**config.mk**
```make
export PLATFORM = sky130hd
export DESIGN_NAME = parity_scheduler
export DESIGN_NICKNAME = d
export VERILOG_FILES = /design/src/rtl/parity_sched_pkg.sv /design/src/rtl/parity_serial_engine.sv /design/src/rtl/parity_scheduler.sv
export SDC_FILE = /design/constraint.sdc
export NUM_CORES = 1
export LEC_CHECK = 0
export CELL_PAD_IN_SITES_DETAIL_PLACEMENT = 1
export CELL_PAD_IN_SITES_GLOBAL_PLACEMENT = 2
export CORE_MARGIN = 8
export CORE_UTILIZATION = 30
export DETAILED_ROUTE_END_ITERATION = 12
export PLACE_DENSITY_LB_ADDON = 0.15
export SLEW_MARGIN = 15
export SYNTH_ARGS = -nofsm -noshare
export SYNTH_HDL_FRONTEND = slang
export SYNTH_HIERARCHICAL = 1
export SYNTH_SLANG_ARGS = --single-unit
```
**constraint.sdc**
```tcl
create_clock -name clk -period 5.2 [get_ports clk]
set_clock_uncertainty 0.2 [all_clocks]
set_input_delay 1.56 -clock clk [delete_from_list [all_inputs] [get_ports clk]]
set_output_delay 1.56 -clock clk [all_outputs]
set_load 0.02 [all_outputs]
```
**src/rtl/parity_sched_pkg.sv**
```systemverilog
// Purpose: shared FSM state encoding and default sizing for the parity scheduler.
// Latency: n/a (types and constants only).
// Backpressure: n/a.
// Contents: state_t (IDLE/CALC/DONE), NUM_REQ_DEF, DATA_WIDTH_DEF.
package parity_sched_pkg;

  localparam int NUM_REQ_DEF    = 4;
  localparam int DATA_WIDTH_DEF = 8;

  typedef enum logic [1:0] {
    IDLE = 2'd0,
    CALC = 2'd1,
    DONE = 2'd2
  } state_t;

endpackage

```
**src/rtl/parity_serial_engine.sv**
```systemverilog
// Purpose: bit-serial parity engine; one word bit folded into acc per cycle.
// Latency: DATA_WIDTH cycles after load; last/parity look ahead to the final shift.
// Backpressure: none; load restarts the engine unconditionally.
// Ports: clk, reset (sync, active-high), load/word (capture strobe and word),
//        last (final shift happens at the coming edge), parity (acc after that shift).
module parity_serial_engine
  import parity_sched_pkg::*;
#(
  parameter int DATA_WIDTH = DATA_WIDTH_DEF
) (
  input  logic                  clk,
  input  logic                  reset,
  input  logic                  load,
  input  logic [DATA_WIDTH-1:0] word,
  output logic                  last,
  output logic                  parity
);

  localparam int                CNT_W    = $clog2(DATA_WIDTH + 1);
  localparam logic [CNT_W-1:0]  CNT_LAST = CNT_W'(DATA_WIDTH - 1);

  logic [DATA_WIDTH-1:0] shift_reg;
  logic                  acc;
  logic [CNT_W-1:0]      cnt;
  // active keeps the counter from running outside a calculation.
  logic                  active;

  always_ff @(posedge clk) begin
    if (reset) begin
      shift_reg <= '0;
      acc       <= 1'b0;
      cnt       <= '0;
      active    <= 1'b0;
    end else if (load) begin
      shift_reg <= word;
      acc       <= 1'b0;
      cnt       <= '0;
      active    <= 1'b1;
    end else if (active) begin
      acc       <= acc ^ shift_reg[0];
      shift_reg <= shift_reg >> 1;
      cnt       <= cnt + CNT_W'(1);
      if (cnt == CNT_LAST) begin
        active <= 1'b0;
      end
    end
  end

  // Look-ahead lets the top register done in the same edge as the final shift.
  assign last   = active && (cnt == CNT_LAST);
  assign parity = acc ^ shift_reg[0];

endmodule

```
**src/rtl/parity_scheduler.sv**
```systemverilog
// Purpose: round-robin arbiter feeding a serial parity engine; one word at a time.
// Latency: req at edge k -> gnt in cycle k+1 -> done in cycle k+DATA_WIDTH+1.
// Backpressure: none; requesters hold req until gnt, req ignored while busy.
// Ports: clk, reset (sync, active-high), req/data_in (per-requester level and word),
//        gnt (one-hot pulse), busy, done (pulse), done_id, parity_out (valid with done).
module parity_scheduler
  import parity_sched_pkg::*;
#(
  parameter int NUM_REQ    = NUM_REQ_DEF,
  parameter int DATA_WIDTH = DATA_WIDTH_DEF,
  parameter int ODD_PARITY = 0
) (
  input  logic                                          clk,
  input  logic                                          reset,
  input  logic [NUM_REQ-1:0]                            req,
  input  logic [NUM_REQ*DATA_WIDTH-1:0]                 data_in,
  output logic [NUM_REQ-1:0]                            gnt,
  output logic                                          busy,
  output logic                                          done,
  output logic [(NUM_REQ > 1 ? $clog2(NUM_REQ) : 1)-1:0] done_id,
  output logic                                          parity_out
);

  localparam int              ID_W    = (NUM_REQ > 1) ? $clog2(NUM_REQ) : 1;
  localparam logic [ID_W:0]   NREQ_W  = (ID_W + 1)'(NUM_REQ);
  localparam logic            ODD_BIT = (ODD_PARITY != 0);

  state_t                state;
  logic [ID_W-1:0]       last_winner;
  logic                  pick_vld;
  logic [ID_W-1:0]       pick_idx;
  logic [ID_W:0]         cand;
  logic [DATA_WIDTH-1:0] pick_word;
  logic                  load;
  logic                  eng_last;
  logic                  eng_parity;

  // Round-robin search starting one past the previous winner, modulo NUM_REQ.
  always_comb begin
    pick_vld = 1'b0;
    pick_idx = '0;
    cand     = '0;
    for (int off = 1; off <= NUM_REQ; off++) begin
      cand = {1'b0, last_winner} + (ID_W + 1)'(off);
      if (cand >= NREQ_W) begin
        cand = cand - NREQ_W;
      end
      if (!pick_vld && req[cand[ID_W-1:0]]) begin
        pick_vld = 1'b1;
        pick_idx = cand[ID_W-1:0];
      end
    end
  end

  always_comb begin
    pick_word = '0;
    for (int i = 0; i < NUM_REQ; i++) begin
      if (pick_idx == ID_W'(i)) begin
        pick_word = data_in[i*DATA_WIDTH +: DATA_WIDTH];
      end
    end
  end

  assign load = (state == IDLE) && pick_vld;

  parity_serial_engine #(
    .DATA_WIDTH (DATA_WIDTH)
  ) u_engine (
    .clk    (clk),
    .reset  (reset),
    .load   (load),
    .word   (pick_word),
    .last   (eng_last),
    .parity (eng_parity)
  );

  always_ff @(posedge clk) begin
    if (reset) begin
      state       <= IDLE;
      gnt         <= '0;
      busy        <= 1'b0;
      done        <= 1'b0;
      done_id     <= '0;
      parity_out  <= 1'b0;
      last_winner <= ID_W'(NUM_REQ - 1);
    end else begin
      gnt  <= '0;
      done <= 1'b0;
      case (state)
        IDLE: begin
          if (pick_vld) begin
            state       <= CALC;
            gnt         <= NUM_REQ'(1) << pick_idx;
            busy        <= 1'b1;
            last_winner <= pick_idx;
          end
        end
        CALC: begin
          if (eng_last) begin
            state      <= DONE;
            done       <= 1'b1;
            done_id    <= last_winner;
            parity_out <= eng_parity ^ ODD_BIT;
          end
        end
        DONE: begin
          state      <= IDLE;
          busy       <= 1'b0;
          done_id    <= '0;
          parity_out <= 1'b0;
        end
        default: begin
          state <= IDLE;
          busy  <= 1'b0;
        end
      endcase
    end
  end

endmodule

```
* Word-level counts from Yosys, hierarchy flattened
Cells that the tools add are included.
** Storage, ports and cells
- Flip-flop bits (word level) :: 27
- Bits of input ports :: 38
- Output and inout bits :: 9
** Operators by class
- Equal/unequal tests :: 8
- Order comparisons :: 8
- Muxes and demuxes :: 39
- Shift operators :: 1
- Add/subtract/negate cells :: 9
- Reductions and logical operators :: 19
- Bitwise logic cells :: 4
** Operators with widths (number)
- $mux 8 :: 6
- $mux 2 :: 11
- $mux 1 :: 14
- $ge 3x3->1 const B :: 4
- $lt 2x3->1 const B :: 4
- $bmux 1 s2 :: 4
- $pmux 2 s2 :: 2
- $reduce_and 2->1 :: 4
- $sub 2x1->2 const B :: 4
- $add 2x2->3 const B :: 2
- $eq 2x2->1 const B :: 3
- $logic_and 1x1->1 :: 5
- $add 4x1->4 const B :: 1
- $eq 2x1->1 const B :: 2
- $eq 4x3->1 const B :: 1
- $logic_not 2->1 :: 2
- $ne 2x2->1 const B :: 2
- $pmux 1 s2 :: 2
- $reduce_bool 2->1 :: 2
- $reduce_or 2->1 :: 2
- $shl 1x2->4 const A :: 1
- $add 2x1->3 const B :: 1
- $add 2x3->3 const B :: 1
- $logic_not 1->1 :: 3
- other kinds (3) :: 5

* Depth between registers and ports, before layout
Gate-level depths: netlist of the first run.
- Word-level depth :: 21
- Depth in mapped cells :: 8
- Depth with buffers taken out :: 6

* Cells and area by module
The synthesis of the first run kept the hierarchy.
** By module, submodules not included
- parity_scheduler :: seq. area each 260.2 sq um, cells each 96, area an instance 892.1 sq um, instances 1
- parity_serial_engine :: seq. area each 280.3 sq um, cells each 64, area an instance 668.1 sq um, instances 1

* Worst setup path after synthesis of the first run
No wires, ideal clock.
- Path kind :: input port to flip-flop
- Start point :: input req[3]
- End point :: register u_engine.cnt[3]
- Stages on the path :: 5
- Arrival time :: 2675 ps
- Required time :: 4879 ps
- Path slack :: 2205 ps
- Path through :: nor4_1 nor3_1 buf_2 nor3_1 mux2_2
** On the way
- Word-level cells in the longest chain between the ends :: 14
** RTL lines
- start, declared :: RTL line parity_scheduler.sv:15 : input logic [NUM_REQ-1:0] req,
- $bmux 1 s2 :: RTL line parity_scheduler.sv:48 : if (!pick_vld && req[cand[ID_W-1:0]]) begin
- $mux 1 (implied by the code) :: RTL line parity_scheduler.sv:48
- $mux 1 :: RTL line parity_scheduler.sv:48
- $logic_not 1->1 :: RTL line parity_scheduler.sv:48
- $logic_and 1x1->1 :: RTL line parity_scheduler.sv:48
- $mux 1 :: RTL line parity_scheduler.sv:48
- $logic_not 1->1 :: RTL line parity_scheduler.sv:48
- $logic_and 1x1->1 :: RTL line parity_scheduler.sv:48
- $mux 1 :: RTL line parity_scheduler.sv:48
- $logic_not 1->1 :: RTL line parity_scheduler.sv:48
- $logic_and 1x1->1 :: RTL line parity_scheduler.sv:48
- $mux 1 * :: RTL line parity_scheduler.sv:48
- $logic_and 1x1->1 * :: RTL line parity_scheduler.sv:64 : assign load = (state == IDLE) && pick_vld;
- named net load :: RTL line parity_scheduler.sv:34 : logic load;
- $reduce_or 2->1 (no source line) *
- end signal, assigned :: RTL line parity_serial_engine.sv:42 : cnt <= cnt + CNT_W'(1);
- end, declared :: RTL line parity_serial_engine.sv:24 : logic [CNT_W-1:0] cnt;
Mark *: on every way through the listed nets, which the timed path passes. The rest lies on a longest branch. The select of a mux whose other input is x is not followed.
A chain may end at the register's enable or synchronous reset.

* Worst setup path in the final report of the first run
- Start point :: input req[3]
- End point :: register u_engine.shift_reg[6]
** On the way
- Word-level cells in the longest chain between the ends :: 18
** RTL lines
- $bmux 1 s2 :: RTL line parity_scheduler.sv:48
- $mux 1 (implied by the code) :: RTL line parity_scheduler.sv:48
- $mux 1 :: RTL line parity_scheduler.sv:48
- $logic_not 1->1 :: RTL line parity_scheduler.sv:48
- $logic_and 1x1->1 :: RTL line parity_scheduler.sv:48
- $mux 1 :: RTL line parity_scheduler.sv:48
- $logic_not 1->1 :: RTL line parity_scheduler.sv:48
- $logic_and 1x1->1 :: RTL line parity_scheduler.sv:48
- $mux 1 :: RTL line parity_scheduler.sv:48
- $logic_not 1->1 :: RTL line parity_scheduler.sv:48
- $logic_and 1x1->1 :: RTL line parity_scheduler.sv:48
- $mux 2 * :: RTL line parity_scheduler.sv:48
- $logic_not 2->1 :: RTL line parity_scheduler.sv:58 : if (pick_idx == ID_W'(i)) begin
- $mux 8 (3 in series) :: RTL line parity_scheduler.sv:58
- $mux 8 * :: RTL line parity_scheduler.sv:58
- named net pick_word[6] :: RTL line parity_scheduler.sv:33 : logic [DATA_WIDTH-1:0] pick_word;
- $mux 8 * :: RTL line parity_serial_engine.sv:34 : end else if (load) begin
- end signal, assigned :: RTL line parity_serial_engine.sv:35 : shift_reg <= word;
- end signal, assigned :: RTL line parity_serial_engine.sv:41 : shift_reg <= shift_reg >> 1;
- end, declared :: RTL line parity_serial_engine.sv:22 : logic [DATA_WIDTH-1:0] shift_reg;
Marks and branches as above.

==> out/qor.txt, run 1 <==
Syn nets: 199
Area Overhead vs Synth: 33.0%
Max Freq: 0.269 GHz
Place WS: 1150 ps
Critical path startpoint: req[3]
Most frequent cells in the layout: clkdlybuf4s50_1, mux2i_1, dfxtp_1, nor2_1, a21oi_1
Post-synthesis xor/xnor area fraction: 1.12%
Worst hold path type: flip-flop to flip-flop
Placed Area: 0.00203 mm^2
Total Routed Length: 4140 um
Ratio of final minimum period to clock period: 71.6%
Die Y: 88.1 um
Core area: 0.00507 mm^2
P per Cell Area: 231 mW/mm^2
Initial Util: 30.7%
Required time of the critical path: 5180 ps
Post-synthesis sequential area ratio: 34.6%
Post-Place Cells: 268
Multi-input gate area: 915 um^2
Die area: 0.00776 mm^2
Setup bufs post-CTS: 0
TNS Setup: 0 ps
Slowest CP cell: nor3_2
Logic pwr share: 26.2%
Final Wtd Congestion: 0.798
Part of the power in registers: 48.8%
Yosys warning total: 6
VDD IR max: 90.6 uV
Clock sink count: 27
Final Net Count: 242
Finished Cell Area: 0.00208 mm^2
DRC: 0
Post-synthesis compound-gate area fraction: 13.4%
Chip Width: 88.1 um
Sw Share: 28.2%
Vias in the first global route: 1406
Wl on met1: 1790 um
CP endpoint kind: flip-flop
Worst skew pair latency: 270 ps
Vias per cell: 4.78
CP max stage delay: 770 ps
Crit path kind: input port to flip-flop
Synth Area in Simple Gates: 20.8%
Fraction of synthesis flops using an asynchronous set or reset pin: 0%
Clock root cell: clkbuf_8
Ant. Diodes: 0
Initial DRC Count: 27
Final setup violation count: 0
CP delay by family, top: simple AND/OR/NAND/NOR gates
WL met3: 141 um
Worst R2R Setup Slack: 2740 ps
Max Cap Viol: 0
Synthesized area: 0.00156 mm^2
First-pass GRT wire length: 6490 um
Status: finished, final reports clean
Critical Path Stages: 7
Grt ovf: 0
Worst-margin pin slew: 923 ps
Fin worst setup slack: 1480 ps
Share of cells above drive strength 1: 8.42%
Storage element area: 541 um^2
Largest register FFs: 8
Clock share of power: 25.0%
FF+latch count, synth: 27
P_leak: 0.814 nW
Main combinational cell family by area after synthesis: multiplexers
Netlist cell types: 41
Row cnt: 26
Worst reg-to-reg path cell count: 6
CTS tree: done
Slew margin rel.: 38.1%
Layout fillers: 589
Ports: 47
Critical R2R Capture: u_engine/shift_reg[6]$_SDFFE_PP0P_
Worst hold slack: 280 ps
Largest net degree at the start of global routing: 21
Top_reg_cell synth: dfxtp_1
Max-slew violations: 0
Internal power: 0.000344 W
Post-synth EDFFs: 0
Tot GR Track Use: 10.4%
CP bufs+invs: 1
CTS Buffer Depth: 2
Final non-filler cell total: 272
H-tree levels: 1
DRT Pass-1 Iters: 4
Post-Syn Area per Cell: 9.75 um^2
Initial antenna violation count: 0
DR WL/cell: 15.2 um
Cells after Synth: 160
Num CTS Buffers: 3
Startpoint types: input port
Clock-pin slew on the worst setup and hold paths: 100 ps
DP HPWL: 3340 um
CTS Hold Bufs: 0
Post-CTS Resized: 0
Post-synthesis mux area share: 22.5%
Final Hold Viols: 0
Shortest period the worst path allows: 3720 ps
Adder-cell share of the synthesized area: 0.802%
Critical path fanouts, max: 11
Most common cell after layout, fill and taps aside: clkdlybuf4s50_1
R2R Path Start: last_winner[1]$_SDFFE_PP1N_
Unrepaired setup endpoints after global routing: false
Sw Pwr: 0.000135 W
Critical Path Sink: u_engine/shift_reg[6]$_SDFFE_PP0P_
Antenna Nets Post-Route: 0
Max Used Layer: met4
CP cell instances: clkdlybuf4s50_1, a21bo_2, a21oi_2, nor3_2, mux2i_1, nor2b_1, a211oi_1
Data arrival time of the worst path: 3700 ps
Met2 routed WL: 2170 um
Vias: 1299
Port Buffer Count: 46
==> final cells by class <==
cell class	instances	area share, %
clock buffers	3	1.99
inverters	5	0.904
well taps	70	4.22
flip-flops and latches	27	26.0
repair buffers	47	22.5
clock inverters	1	0.241
multi-input cells	119	44.1
==> cells in the mapped netlist (all sizes together) (2+ instances only) <==
cell / instances / area (um^2)
nor4: 2 / 18.8
nand2: 3 / 11.3
nand3: 4 / 20.0
mux2i: 34 / 340
nand3b: 3 / 22.5
inv: 5 / 18.8
nand2b: 7 / 51.3
nor3b: 2 / 15.0
buf: 8 / 82.6
dfxtp: 27 / 541
a211oi: 7 / 52.6
and3: 2 / 12.5
nor2b: 8 / 50.1
a21bo: 3 / 30.0
nor2: 12 / 45.0
nor3: 5 / 35.0
a21oi: 11 / 58.8
==> power groups by stage <==
| stage | registers [W] | clock network [W] | logic [W] |
|---|---|---|---|
| global placement | 0.000238 | 0 | 0.000124 |
| detailed placement | 0.000239 | 0 | 0.000128 |
| finish | 0.000234 | 0.000120 | 0.000125 |
| CTS | 0.000234 | 0.000126 | 0.000128 |
| global route | 0.000236 | 0.000135 | 0.000138 |
| floorplan | 0.000232 | 0 | 0.0000914 |
==> metrics by stage <==
stage | util [%] | power, W
finish | 40.9 | 0.000479
global route | 40.9 | 0.000509
CTS | 40.9 | 0.000488
detailed placement | 40.0 | 0.000366
global placement | 40.0 | 0.000362
floorplan | - | 0.000324
==> routing by layer <==
| layer | GRT usage, % | vias to the layer above |
|---|---|---|
| li1 | - | 657 |
| met5 | 0 | - |
| met4 | 3.84 | 0 |
| met3 | 1.97 | 4 |
| met1 | 11.6 | 621 |
| met2 | 18.9 | 17 |
==> cells by family after synthesis <==
kind of cell             after synthesis
AO/OA/AOI/OAI                         28
XOR/XNOR                               2
adder cells (fa/ha/maj)                1
buffers and inverters                 14
flip-flops                            27
multiplexers                          35
AND/OR/NAND/NOR                       53
==> worst reg2reg max path: cells and delay by family (launching register included) <==
family / cells / cell delay (ps)
simple gates: 3 / 940
flops: 1 / 520
compound gates: 1 / 210
mux: 2 / 520
==> how the worst min path moves through the flow <==
stage / from / end / cells after the start
CTS: busy$_SDFFE_PP0P_ / busy$_SDFFE_PP0P_ / 1
detailed placement: busy$_SDFFE_PP0P_ / busy$_SDFFE_PP0P_ / 1
global route: busy$_SDFFE_PP0P_ / busy$_SDFFE_PP0P_ / 1
global placement: busy$_SDFFE_PP0P_ / busy$_SDFFE_PP0P_ / 1
finish: busy$_SDFFE_PP0P_ / busy$_SDFFE_PP0P_ / 1
floorplan: u_engine/cnt[1]$_SDFFE_PP0P_ / u_engine/cnt[1]$_SDFFE_PP0P_ / 2
No activity file was read; power rests on OpenSTA's default activity.
==> inputs of run 2 (changes only) <==
CORE_UTILIZATION = 25   (was 30)
clock period = 3.32 ns   (was 5.2 ns; I/O delays follow)
==> out/qor.txt, run 2 (synthesized netlist as in run 1, its figures left out) <==
Status: finished, final reports clean
TNS Setup: 0 ps (unchanged)
Largest net degree at the start of global routing: 21 (unchanged)
Largest register FFs: 8 (unchanged)
Ports: 47 (unchanged)
Die area: 0.00903 mm^2 (+16%)
H-tree levels: 1 (unchanged)
Setup bufs post-CTS: 0 (unchanged)
Die Y: 95 um (+7.8%)
Crit path kind: input port to flip-flop
Num CTS Buffers: 3 (unchanged)
DP HPWL: 3260 um (-2.3%)
CTS Hold Bufs: 0 (unchanged)
Ant. Diodes: 0 (unchanged)
CP endpoint kind: flip-flop
Final Wtd Congestion: 0.741 (-7.1%)
Most frequent cells in the layout: clkdlybuf4s50_1, mux2i_1, dfxtp_1, nor2_1, a21oi_1
Total Routed Length: 4140 um (about the same)
Chip Width: 95 um (+7.8%)
P per Cell Area: 355 mW/mm^2 (+54%)
Tot GR Track Use: 9.73% (-0.65 points)
First-pass GRT wire length: 7040 um (+8.5%)
Max Freq: 0.338 GHz
Final Hold Viols: 0 (unchanged)
Ratio of final minimum period to clock period: 89.0%
Worst hold path type: flip-flop to flip-flop
Initial Util: 26.0% (-4.7 points)
Post-Route Utilization: 36.2% (-4.7 points)
Clock sink count: 27 (unchanged)
Worst skew pair latency: 270 ps (about the same)
Worst-margin pin slew: 738 ps (-185 ps)
CTS Buffer Depth: 2 (unchanged)
Data arrival time of the worst path: 2960 ps (-740 ps)
Vias in the first global route: 1518 (+8.0%)
DR WL/cell: 14.5 um (-4.9%)
Final setup violation count: 0 (unchanged)
Antenna Nets Post-Route: 0 (unchanged)
Clock root cell: clkbuf_8
Shortest period the worst path allows: 2960 ps
Unrepaired setup endpoints after global routing: false
Slew margin rel.: 50.8% (+13 points)
Area Overhead vs Synth: 38.9%
Most common cell after layout, fill and taps aside: clkdlybuf4s50_1
DRC: 0 (unchanged)
Core area: 0.00599 mm^2 (+18%)
Clock-pin slew on the worst setup and hold paths: 100 ps (about the same)
Initial DRC Count: 17 (-37%)
DRT Pass-1 Iters: 4 (unchanged)
Share of cells above drive strength 1: 11.8% (+3.4 points)
Row cnt: 28 (+7.7%)
P_leak: 0.862 nW (+5.9%)
Startpoint types: input port
Grt ovf: 0 (unchanged)
CTS tree: done
Max-slew violations: 0 (unchanged)
VDD IR max: 136 uV (+50%)
Vias per cell: 4.62 (-3.2%)
Critical path fanouts, max: 15 (+4)
Required time of the critical path: 3330 ps (-1850 ps)
Vias: 1322 (+1.8%)
Max Cap Viol: 0 (unchanged)
Final Power: 0.000770 W (+61%)
Initial antenna violation count: 0 (unchanged)
Port Buffer Count: 46 (unchanged)
Worst hold slack: 288 ps (+8.44 ps)
Final Net Count: 251 (+3.7%)
[run 2: what timing repair did]
action / in CTS / in global routing
setup endpoints to repair: 0 / 6
hold endpoints to repair: 0 / 0
resized for setup: 0 / 1
[run 2: final cells by class]
class / count / area (um^2)
flip-flops and latches: 27 / 541
multi-input cells: 119 / 921
fillers: 703 / 3820
repair buffers: 56 / 548
inverters: 5 / 18.8
clock buffers: 4 / 45.0
well taps: 75 / 93.8
[run 2: final timing paths]
path,cells after the start,startpoint,slack (ps),to
setup / recovery,7,req[3],360,u_engine/shift_reg[7]$_SDFFE_PP0P_
setup reg to reg,6,last_winner[1]$_SDFFE_PP1N_,1080,u_engine/shift_reg[6]$_SDFFE_PP0P_
hold / removal,1,busy$_SDFFE_PP0P_,290,busy$_SDFFE_PP0P_
hold reg to reg,1,busy$_SDFFE_PP0P_,290,busy$_SDFFE_PP0P_
[run 2: through the flow]
stage,std cells,instance area (um^2),worst slack (ps)
CTS,286,2160,162
global route,286,2170,242
floorplan,160,1560,889
global placement,282,2120,-40.9
finish,286,2170,365
detailed placement,282,2120,-128
[run 2: where the power goes]
| group | switching (W) | internal, W |
|---|---|---|
| clock network | 0.000106 | 0.0000861 |
| logic | 0.0000883 | 0.000124 |
| registers | 0.0000226 | 0.000343 |
[run 2: worst max-delay path, stage by stage]
cell	delay (ps)
clkdlybuf4s50_1	450
buf_4	170
nor4_1	430
nor3_1	170
buf_4	230
or3b_1	370
a21oi_1	150
[run 2: layer usage]
layer | global-route usage [%] | up-vias | share of wire [%]
met5 | 0 | - | 0
met4 | 3.90 | 0 | 0.97
met3 | 2.78 | 2 | 6.4
met2 | 16.3 | 40 | 47
met1 | 11.4 | 606 | 45
li1 | - | 674 | -
